File: config.mk
export PLATFORM = sky130hd
export DESIGN_NAME = ysyx_24100012_mem_arbiter
export DESIGN_NICKNAME = d
export VERILOG_FILES = /design/src/rtl/ysyx_24100012_mem_arbiter.sv
export SDC_FILE = /design/constraint.sdc
export NUM_CORES = 1
export LEC_CHECK = 0
export ABC_AREA = 1
export BUFFER_PORTS_ARGS = -buffer_cell sky130_fd_sc_hd__buf_2
export CORE_ASPECT_RATIO = 1.2
export CORE_MARGIN = 4
export CORE_UTILIZATION = 40
export CTS_CLUSTER_SIZE = 20
export DETAILED_ROUTE_END_ITERATION = 16
export PLACE_DENSITY = 0.71
export SYNTH_ARGS = -nofsm -noshare
export SYNTH_HDL_FRONTEND = slang
export SYNTH_SLANG_ARGS = --single-unit
File: constraint.sdc
create_clock -name clk -period 8.3 [get_ports clk]
set_input_delay 2.075 -clock clk [delete_from_list [all_inputs] [get_ports clk]]
set_output_delay 2.075 -clock clk [all_outputs]
set_load 0.01 [all_outputs]
File: src/rtl/ysyx_24100012_mem_arbiter.sv
// Shares the single-port RAM between IFU (read-only) and LSU, one transaction at a time.
// Define YSYX_24100012_ARB_RR_EN for round-robin arbitration instead of fixed LSU priority.
module ysyx_24100012_mem_arbiter #(
    parameter int ADDR_WIDTH = 32,
    parameter int DATA_WIDTH = 32,
    parameter int LATENCY    = 1
) (
    input  logic                  clk,
    input  logic                  rst,
    input  logic                  ifu_req_valid,
    output logic                  ifu_req_ready,
    input  logic [ADDR_WIDTH-1:0] ifu_addr,
    output logic                  ifu_resp_valid,
    input  logic                  ifu_resp_ready,
    output logic [DATA_WIDTH-1:0] ifu_rdata,
    input  logic                  lsu_req_valid,
    output logic                  lsu_req_ready,
    input  logic                  lsu_wen,
    input  logic [ADDR_WIDTH-1:0] lsu_addr,
    input  logic [DATA_WIDTH-1:0] lsu_wdata,
    input  logic [DATA_WIDTH-1:0] lsu_len,
    output logic                  lsu_resp_valid,
    input  logic                  lsu_resp_ready,
    output logic [DATA_WIDTH-1:0] lsu_rdata,
    output logic                  mem_wen,
    output logic                  mem_ren,
    output logic [DATA_WIDTH-1:0] mem_len,
    output logic [ADDR_WIDTH-1:0] mem_waddr,
    output logic [ADDR_WIDTH-1:0] mem_raddr,
    output logic [DATA_WIDTH-1:0] mem_wdata,
    input  logic [DATA_WIDTH-1:0] mem_rdata
);

    // Valid/ready: a transfer happens in a cycle where both valid and ready are high at the
    // rising edge; valid must then stay high with stable payload until that cycle.

    typedef enum logic [1:0] {
        S_IDLE   = 2'd0,
        S_ACCESS = 2'd1,
        S_RESP   = 2'd2
    } state_t;

    localparam logic [3:0] CNT_INIT = 4'(LATENCY - 1);

    state_t                state_q, state_d;
    logic [3:0]            cnt_q, cnt_d;
    logic                  owner_q, owner_d;  // 1 = LSU owns the transaction
    logic                  wen_q, wen_d;
    logic [ADDR_WIDTH-1:0] addr_q, addr_d;
    logic [DATA_WIDTH-1:0] wdata_q, wdata_d;
    logic [DATA_WIDTH-1:0] len_q, len_d;
    logic [DATA_WIDTH-1:0] rdata_q, rdata_d;

    logic grant_ifu, grant_lsu;
    logic accept, strobe, resp_hs;

`ifdef YSYX_24100012_ARB_RR_EN
    logic last_q, last_d;  // 1 = LSU was granted last

    always_comb begin
        grant_lsu = lsu_req_valid && (!ifu_req_valid || !last_q);
        grant_ifu = ifu_req_valid && (!lsu_req_valid || last_q);
        last_d    = last_q;
        if (accept) begin
            last_d = lsu_req_ready;
        end
    end

    always_ff @(posedge clk or posedge rst) begin
        if (rst) begin
            last_q <= 1'b1;
        end else begin
            last_q <= last_d;
        end
    end
`else
    always_comb begin
        grant_lsu = lsu_req_valid;
        grant_ifu = ifu_req_valid && !lsu_req_valid;
    end
`endif

    assign accept  = (ifu_req_valid && ifu_req_ready) || (lsu_req_valid && lsu_req_ready);
    assign strobe  = (state_q == S_ACCESS) && (cnt_q == 4'd0);
    assign resp_hs = (state_q == S_RESP) && (owner_q ? lsu_resp_ready : ifu_resp_ready);

    always_ff @(posedge clk or posedge rst) begin
        if (rst) begin
            state_q <= S_IDLE;
            cnt_q   <= 4'd0;
        end else begin
            state_q <= state_d;
            cnt_q   <= cnt_d;
        end
    end

    always_comb begin
        state_d = state_q;
        cnt_d   = cnt_q;
        case (state_q)
            S_IDLE: begin
                if (accept) begin
                    state_d = S_ACCESS;
                    cnt_d   = CNT_INIT;
                end
            end
            S_ACCESS: begin
                if (cnt_q == 4'd0) begin
                    state_d = S_RESP;
                end else begin
                    cnt_d = cnt_q - 4'd1;
                end
            end
            S_RESP: begin
                if (resp_hs) begin
                    state_d = S_IDLE;
                end
            end
            default: begin
                state_d = S_IDLE;
                cnt_d   = 4'd0;
            end
        endcase
    end

    // Ready is held low while reset is asserted so nothing is accepted during reset.
    always_comb begin
        ifu_req_ready  = 1'b0;
        lsu_req_ready  = 1'b0;
        ifu_resp_valid = 1'b0;
        lsu_resp_valid = 1'b0;
        ifu_rdata      = '0;
        lsu_rdata      = '0;
        mem_wen        = 1'b0;
        mem_ren        = 1'b0;
        mem_len        = '0;
        mem_waddr      = '0;
        mem_raddr      = '0;
        mem_wdata      = '0;
        if (state_q == S_IDLE && !rst) begin
            ifu_req_ready = grant_ifu;
            lsu_req_ready = grant_lsu;
        end
        if (strobe) begin
            mem_wen = wen_q;
            mem_ren = !wen_q;
            mem_len = len_q;
            if (wen_q) begin
                mem_waddr = addr_q;
                mem_wdata = wdata_q;
            end else begin
                mem_raddr = addr_q;
            end
        end
        if (state_q == S_RESP) begin
            if (owner_q) begin
                lsu_resp_valid = 1'b1;
                lsu_rdata      = rdata_q;
            end else begin
                ifu_resp_valid = 1'b1;
                ifu_rdata      = rdata_q;
            end
        end
    end

    always_comb begin
        owner_d = owner_q;
        wen_d   = wen_q;
        addr_d  = addr_q;
        wdata_d = wdata_q;
        len_d   = len_q;
        rdata_d = rdata_q;
        if (accept) begin
            owner_d = lsu_req_ready;
            if (lsu_req_ready) begin
                wen_d   = lsu_wen;
                addr_d  = lsu_addr;
                wdata_d = lsu_wdata;
                len_d   = lsu_len;
            end else begin
                wen_d   = 1'b0;
                addr_d  = ifu_addr;
                wdata_d = '0;
                len_d   = DATA_WIDTH'(4);
            end
        end
        if (strobe) begin
            rdata_d = wen_q ? '0 : mem_rdata;
        end
    end

    always_ff @(posedge clk or posedge rst) begin
        if (rst) begin
            owner_q <= 1'b0;
            wen_q   <= 1'b0;
            addr_q  <= '0;
            wdata_q <= '0;
            len_q   <= '0;
            rdata_q <= '0;
        end else begin
            owner_q <= owner_d;
            wen_q   <= wen_d;
            addr_q  <= addr_d;
            wdata_q <= wdata_d;
            len_q   <= len_d;
            rdata_q <= rdata_d;
        end
    end

endmodule

==> impl_metrics.env, run 1 <==
export IMPL_setup_tns_ns=0
export IMPL_setup_viol=0
export IMPL_hpwl_um=15700
export IMPL_power_density_nw_per_um2=308.9
export IMPL_ys_types=28
export IMPL_postCtsSetupRepairBufs=0
export IMPL_syn_area_um2=7274
export IMPL_path_clk_slew_ns=0.06
export IMPL_drive_above_1_share_pct=35.43
export IMPL_reg2reg_from="state_q[0]$_DFFE_PP0P_"
export IMPL_rsz0062_at_grt="false"
export IMPL_muxShareOfSynthArea_pct=0
export IMPL_clock_path_buffers=2
export IMPL_cts_hold_buf=0
export IMPL_ioPinCount=365
export IMPL_tightest_slew_ns=1.132
export IMPL_clock_latency_ns=0.42
export IMPL_yosysWarnings=0
export IMPL_cts_tree="built"
export IMPL_drc_errors=0
export IMPL_drv_cap=0
export IMPL_clock_skew_ns=0.007833
export IMPL_fmaxAchievable_ghz=0.1924
export IMPL_syn_area_per_cell_um2=7.601
export IMPL_num_vias=6882
export IMPL_layout_common_cells="buf_2, nand2_1, inv_1"
export IMPL_min_to="addr_q[17]$_DFFE_PP0P_"
export IMPL_cts_htree_levels=4
export IMPL_slew_viol_final=0
export IMPL_fp_row_count=53
export IMPL_cts_buffers=17
export IMPL_status="complete, no violations"
export IMPL_rr_worst_depth=5
export IMPL_grt_pass1_wl_um=34540
export IMPL_place_inst=1492
export IMPL_timing_worst_setup_path_type="in -> out"
export IMPL_area_delta_synth_final_pct=33.35
export IMPL_min_path_type="reg -> reg"
export IMPL_pre_cts_ws_ns=3.070
export IMPL_grt_usage_pct=20.87
export IMPL_dpl_cell_area_um2=9087
export IMPL_arrival_ns=3.12
export IMPL_synth_seq_area_share_pct=46.78
export IMPL_drt_pass1_iter_count=5
export IMPL_synth_xor_area_share_pct=0
export IMPL_antenna_found_initial=1
export IMPL_cts_root_buf="clkbuf_16"
export IMPL_hold_viol=0
export IMPL_required_ns=6.23
export IMPL_port_buffers=364
export IMPL_core_um2=17710
export IMPL_crit_path_end_kind="primary output"
export IMPL_synthCells=957
export IMPL_grt_pass1_vias=6828
export IMPL_grt_max_degree=97
export IMPL_fin_ws_ns=3.103
export IMPL_fin_crit_sh_pct=62.62
export IMPL_relSlewSlack_pct=24.37
export IMPL_totalWireLength_um=21400
export IMPL_ir_worst_vdd_v=0.0001431
export IMPL_drt_iter0_drc=317
export IMPL_cellLeakagePower_nw=5.702
export IMPL_syn_nets=1125
export IMPL_cp_start_kind="primary input"
export IMPL_fin_area_um2=9701
export IMPL_synthFlopType="dfrtp_1"
export IMPL_hp_start="addr_q[17]$_DFFE_PP0P_"
export IMPL_layout_min_cycle_time_ns=5.197
export IMPL_die_h_um=155.7
export IMPL_async_flop_share_pct=100.0
export IMPL_place_congestion=0.7973
export IMPL_r2r_end="wdata_q[27]$_DFFE_PP0P_"
export IMPL_cts_resized=0
export IMPL_synth_seq_cells=136
export IMPL_synth_adder_area_share_pct=0.1720
export IMPL_synth_top_family_by_area="simple AND/OR/NAND/NOR gates"
export IMPL_synth_edf_count=0
export IMPL_path_max_fanout=68
export IMPL_synth_compound_area_share_pct=9.684
export IMPL_synth_simple_area_share_pct=27.98
export IMPL_start_util_pct=41.09
export IMPL_die_w_um=131.1
export IMPL_layout_commonest_cell="buf_2"
export IMPL_post_drt_wl_per_cell_um=14.03
export IMPL_vias_per_cell=4.513
export IMPL_ant_nets=0
export IMPL_final_cells=1525
export IMPL_nets=1459
export IMPL_worstHoldPathCells=2
export IMPL_overflow=0
export IMPL_r2r_slack_ns=5.79
export IMPL_clock_sinks=136
export IMPL_die_area_um2=20420
==> critical path, cell delays in order <==
cell	delay, ns
buf_2	0.12
inv_6	0.42
nand4_1	0.24
inv_1	0.09
buf_2	0.13
==> cell type report <==
class                   instances  area [um2]
diodes                          1       2.502
clock buffers                  19       442.9
clock inverters                13       167.7
fillers                      1747        8005
inverters                     207       782.0
multi-input cells             561        2775
flip-flops and latches        136        3403
well taps                     220       275.3
repair buffers                368        1852
==> kinds of logic after synthesis <==
logic type,count (synthesis)
flip-flops,136
AO/OA/AOI/OAI,131
adder cells (fa/ha/maj),1
buffers and inverters,260
AND/OR/NAND/NOR,429
==> report_power, final <==
group / leakage (nW) / switching, mW / internal, mW
clock: 0.294 / 0.291 / 0.483
sequential: 1.72 / 0.113 / 0.972
combinational: 3.69 / 0.787 / 0.350
==> worst max-delay path by stage <==
stage          start  cells after the start             to  slack, ns
3_3_place_gp     rst                      5  ifu_req_ready       3.08
5_1_grt          rst                      5  ifu_req_ready       2.93
4_1_cts          rst                      5  ifu_req_ready       3.06
3_5_place_dp     rst                      5  ifu_req_ready       3.07
6_report         rst                      5  ifu_req_ready       3.10
2_1_floorplan    rst                      4  lsu_req_ready       0.43
==> metrics by stage <==
stage               hold WS [ns]  total power [mW]  utilization, %
global placement          0.4632             2.208           51.32
detailed placement        0.4657             2.243           51.32
CTS                       0.4817             3.034           54.77
global route              0.5026             3.240           54.77
finish                    0.4774             2.997           54.79
floorplan                 0.4489             1.906               -
==> cells in the mapped netlist, types with 2 or more instances <==
cell type  instances  area share (%)
buf_4              7            0.72
buf_2             20             1.4
o21ai_1           14            0.96
clkbuf_1          19            0.98
buf_6              2            0.31
nor2_1           152             7.8
inv_2              3            0.15
dfrtp_1          136              47
o21ai_0           83             5.7
nand2_2            2            0.17
buf_12             4             1.1
inv_1            204              11
nor2_4            49             7.6
nand3_1            7            0.48
nand2_4            2            0.31
o22ai_1           31             2.7
nand2_1          211              11
==> routing by layer <==
layer | vias to the layer above | GRT usage, % | share of wire, %
met2 | 254 | 36.44 | 51
met5 | - | 0 | 0.033
met4 | 2 | 8.154 | 2.3
li1 | 3486 | - | -
met3 | 35 | 4.903 | 6.0
met1 | 3105 | 25.19 | 41
==> sequential cells by signal, summed over array words and instances, names as in the netlist <==
signal,count
owner_q,1
wdata_q,32
state_q,2
rdata_q,32
addr_q,32
len_q,32
cnt_q,4
wen_q,1
(Power assumes the default switching activity.)
==> run 2: changes to the inputs <==
ABC_AREA = 0   (was 1)
CORE_AREA = 4 4 140 142   (was not set)
CORE_ASPECT_RATIO = not set   (was 1.2)
CORE_MARGIN = not set   (was 4)
CORE_UTILIZATION = not set   (was 40)
DIE_AREA = 0 0 144 146   (was not set)
clock period = 4.2 ns   (was 8.3 ns; I/O delays follow)
==> run 2 against run 1 <==
  * Critical endpoint is now mem_waddr[12]
  * Synthesized area decreased by 6.0%
  * Count of clock-buffer cells in the layout grew 1
  * Cell count fell by 17%
  * Combinational power rose by 64%
  * Non-clock buffer count is 7 higher
  * Sequential power increased by 120%
  * Global-route usage down 1.3 points
  * Via count decreased by 9.6%
  * Critical path depth grew 2
  * First-iteration DRC count down 32%
  * Critical path type is now reg -> out
  * Flip-flop and latch count unchanged
==> impl_metrics.env, run 2 <==
export IMPL_synth_edf_count=0
export IMPL_start_util_pct=37.06
export IMPL_nets=1193
export IMPL_fin_crit_sh_pct=85.95
export IMPL_dr_wl_met3_um=1610
export IMPL_synth_area_leaders="dfrtp_1, and2_1, a22o_1, and3_1, nand2_1"
export IMPL_fin_area_um2=9383
export IMPL_grt_pass1_vias=6269
export IMPL_path_cells="inv_1, ha_1, or3b_1, nor2_4, buf_12, and3_1, buf_2"
export IMPL_layout_min_cycle_time_ns=3.610
export IMPL_area_delta_synth_final_pct=37.17
export IMPL_port_buffers=364
export IMPL_setup_viol=0
export IMPL_vias_per_cell=4.885
export IMPL_ys_types=31
export IMPL_nFillCells=1750
export IMPL_grt_max_degree=130
export IMPL_drv_cap=0
export IMPL_final_cells=1273
export IMPL_cellLeakagePower_nw=5.578
export IMPL_hold_slack_ns=0.4756
export IMPL_internal_power_mw=3.665
export IMPL_cts_root_buf="clkbuf_16"
export IMPL_totalWireLength_um=21080
export IMPL_overflow=0
export IMPL_drt_iter0_drc=214
export IMPL_synth_seq_area_share_pct=49.75
export IMPL_cts_hold_buf=0
export IMPL_ir_worst_vdd_v=0.0002892
export IMPL_ant_nets=0
export IMPL_met1_length_um=9128
export IMPL_cts_htree_levels=4
export IMPL_power_density_nw_per_um2=612.8
export IMPL_critPathBufInv=3
export IMPL_synth_largest_area_cell="dfrtp_1"
export IMPL_core_um2=18460
export IMPL_fmaxAchievable_ghz=0.2770
export IMPL_relSlewSlack_pct=50.18
export IMPL_layout_commonest_cell="buf_2"
export IMPL_wl_met2_um=9791
export IMPL_syn_area_um2=6840
export IMPL_slowest_delay_ns=0.49
export IMPL_switching_share_pct=36.25
export IMPL_status="complete, no violations"
export IMPL_drc_errors=0
export IMPL_power_frac_seq_pct=41.3
export IMPL_grt_usage_pct=19.56
export IMPL_top_layer="met4"
export IMPL_power_share_clock_pct=26.1
export IMPL_clock_skew_ns=0.009703
export IMPL_cts_resized=0
export IMPL_synthFlopType="dfrtp_1"
export IMPL_async_flop_share_pct=100.0
export IMPL_clock_sinks=136
export IMPL_die_w_um=144
export IMPL_required_ns=3.15
export IMPL_cts_tree="built"
export IMPL_slew_viol_final=0
export IMPL_hold_viol=0
export IMPL_fin_ws_ns=0.5901
export IMPL_layout_common_cells="buf_2, dfrtp_1, and2_1"
export IMPL_yosysWarnings=0
export IMPL_r2r_slack_ns=1.91
export IMPL_synth_top_area_share_pct=49.75
export IMPL_syn_area_per_cell_um2=9.828
export IMPL_place_congestion=0.7981
export IMPL_grt_pass1_wl_um=32940
export IMPL_p_switching_mw=2.084
export IMPL_rsz0062_at_grt="false"
export IMPL_timing_worst_setup_path_type="reg -> out"
export IMPL_clock_path_buffers=2
export IMPL_crit_path_end_kind="primary output"
export IMPL_combPwrFrac_pct=32.5
export IMPL_post_drt_wl_per_cell_um=16.56
export IMPL_place_inst=1240
export IMPL_arrival_ns=2.56
export IMPL_dpl_cell_area_um2=8782
export IMPL_syn_nets=864
export IMPL_min_path_type="reg -> reg"
export IMPL_num_vias=6218
export IMPL_cp_start_kind="flop"
export IMPL_cts_buffers=17
export IMPL_die_h_um=146
export IMPL_fp_row_count=50
export IMPL_postCtsSetupRepairBufs=0
export IMPL_drive_above_1_share_pct=39.88
export IMPL_pre_cts_ws_ns=1.029
export IMPL_synthCells=696
export IMPL_antenna_found_initial=1
export IMPL_crit_family="simple AND/OR/NAND/NOR gates"
export IMPL_synth_most_common_cell="dfrtp_1"
export IMPL_ioPinCount=365
export IMPL_clock_latency_ns=0.41
export IMPL_drt_pass1_iter_count=5
export IMPL_synth_seq_cells=136
export IMPL_synthTopCellsByCount="dfrtp_1, and2_1, nand2_1, a22o_1, and3_1"
export IMPL_tightest_slew_ns=0.7473
export IMPL_cp_slowest_cell="or3b_1"
export IMPL_die_area_um2=21020
export IMPL_setup_tns_ns=0
export IMPL_path_max_fanout=129
export IMPL_path_clk_slew_ns=0.06
export IMPL_hpwl_um=15210
==> run 2: changes by cell type in the layout (fill, tap and decap cells not counted), moves of 14 or more <==
| cell | change |
|---|---|
| o21ai_0 | -47 |
| o21ai_1 | -14 |
| and2_1 | +130 |
| a22o_1 | +65 |
| nor2_4 | -48 |
| nand3b_1 | +33 |
| mux2i_1 | +32 |
| o22ai_1 | -31 |
| nand2_1 | -113 |
| and3_1 | +64 |
| inv_1 | -198 |
| nor2_1 | -141 |
==> run 2: logic make-up after synthesis <==
kind of cell	share of synthesized area (%)
AO/OA/AOI/OAI	11.87
adder cells (fa/ha/maj)	0.1829
buffers and inverters	4.829
flip-flops	49.75
multiplexers	4.847
AND/OR/NAND/NOR	28.52
==> run 2: path summary, 6_finish.rpt <==
path                                   startpoint                 endpoint  cells past startpoint
setup / recovery             cnt_q[0]$_DFFE_PP0P_            mem_waddr[12]                      7
hold / removal             rdata_q[2]$_DFFE_PP0P_   rdata_q[2]$_DFFE_PP0P_                      2
setup reg to reg           state_q[1]$_DFFE_PP0P_     cnt_q[0]$_DFFE_PP0P_                      4
hold reg to reg            rdata_q[2]$_DFFE_PP0P_   rdata_q[2]$_DFFE_PP0P_                      2
max in group asynchronous                     rst  rdata_q[25]$_DFFE_PP0P_                      3
min in group asynchronous                     rst   state_q[0]$_DFFE_PP0P_                      2
==> run 2: worst min-delay path: stages (launching register included) <==
cell and delay, ns:
dfrtp_1 0.35, nand2_1 0.05, nand2_1 0.05
==> run 2: through the flow <==
stage / power [mW] / util [%]
after global placement: 4.243 / 47.59
after floorplan: 3.592 / -
after CTS: 5.833 / 50.83
after global routing: 6.198 / 50.84
after detailed placement: 4.297 / 47.59
final: 5.750 / 50.84
==> run 2: layer usage <==
| layer | up-vias | global-route usage [%] |
|---|---|---|
| li1 | 3024 | - |
| met1 | 2900 | 25.44 |
| met2 | 259 | 30.96 |
| met3 | 35 | 5.554 |
| met4 | 0 | 7.203 |
| met5 | - | 0 |
==> run 2: power by group through the flow <==
stage | clock network [mW] | registers [mW] | logic [mW]
floorplan | 0 | 2.18 | 1.41
global placement | 0 | 2.38 | 1.86
detailed placement | 0 | 2.39 | 1.91
CTS | 1.55 | 2.38 | 1.90
global route | 1.61 | 2.46 | 2.13
finish | 1.50 | 2.38 | 1.87
==> run 2: cell type report <==
class	count	area, um2	share of cell area [%]
flip-flops and latches	136	3405	36.28
multi-input cells	490	3120	33.26
repair buffers	375	1942	20.70
clock buffers	20	456.7	4.867
well taps	234	292.8	3.120
clock inverters	12	141.4	1.507
inverters	5	22.52	0.2400
diodes	1	2.502	0.02667
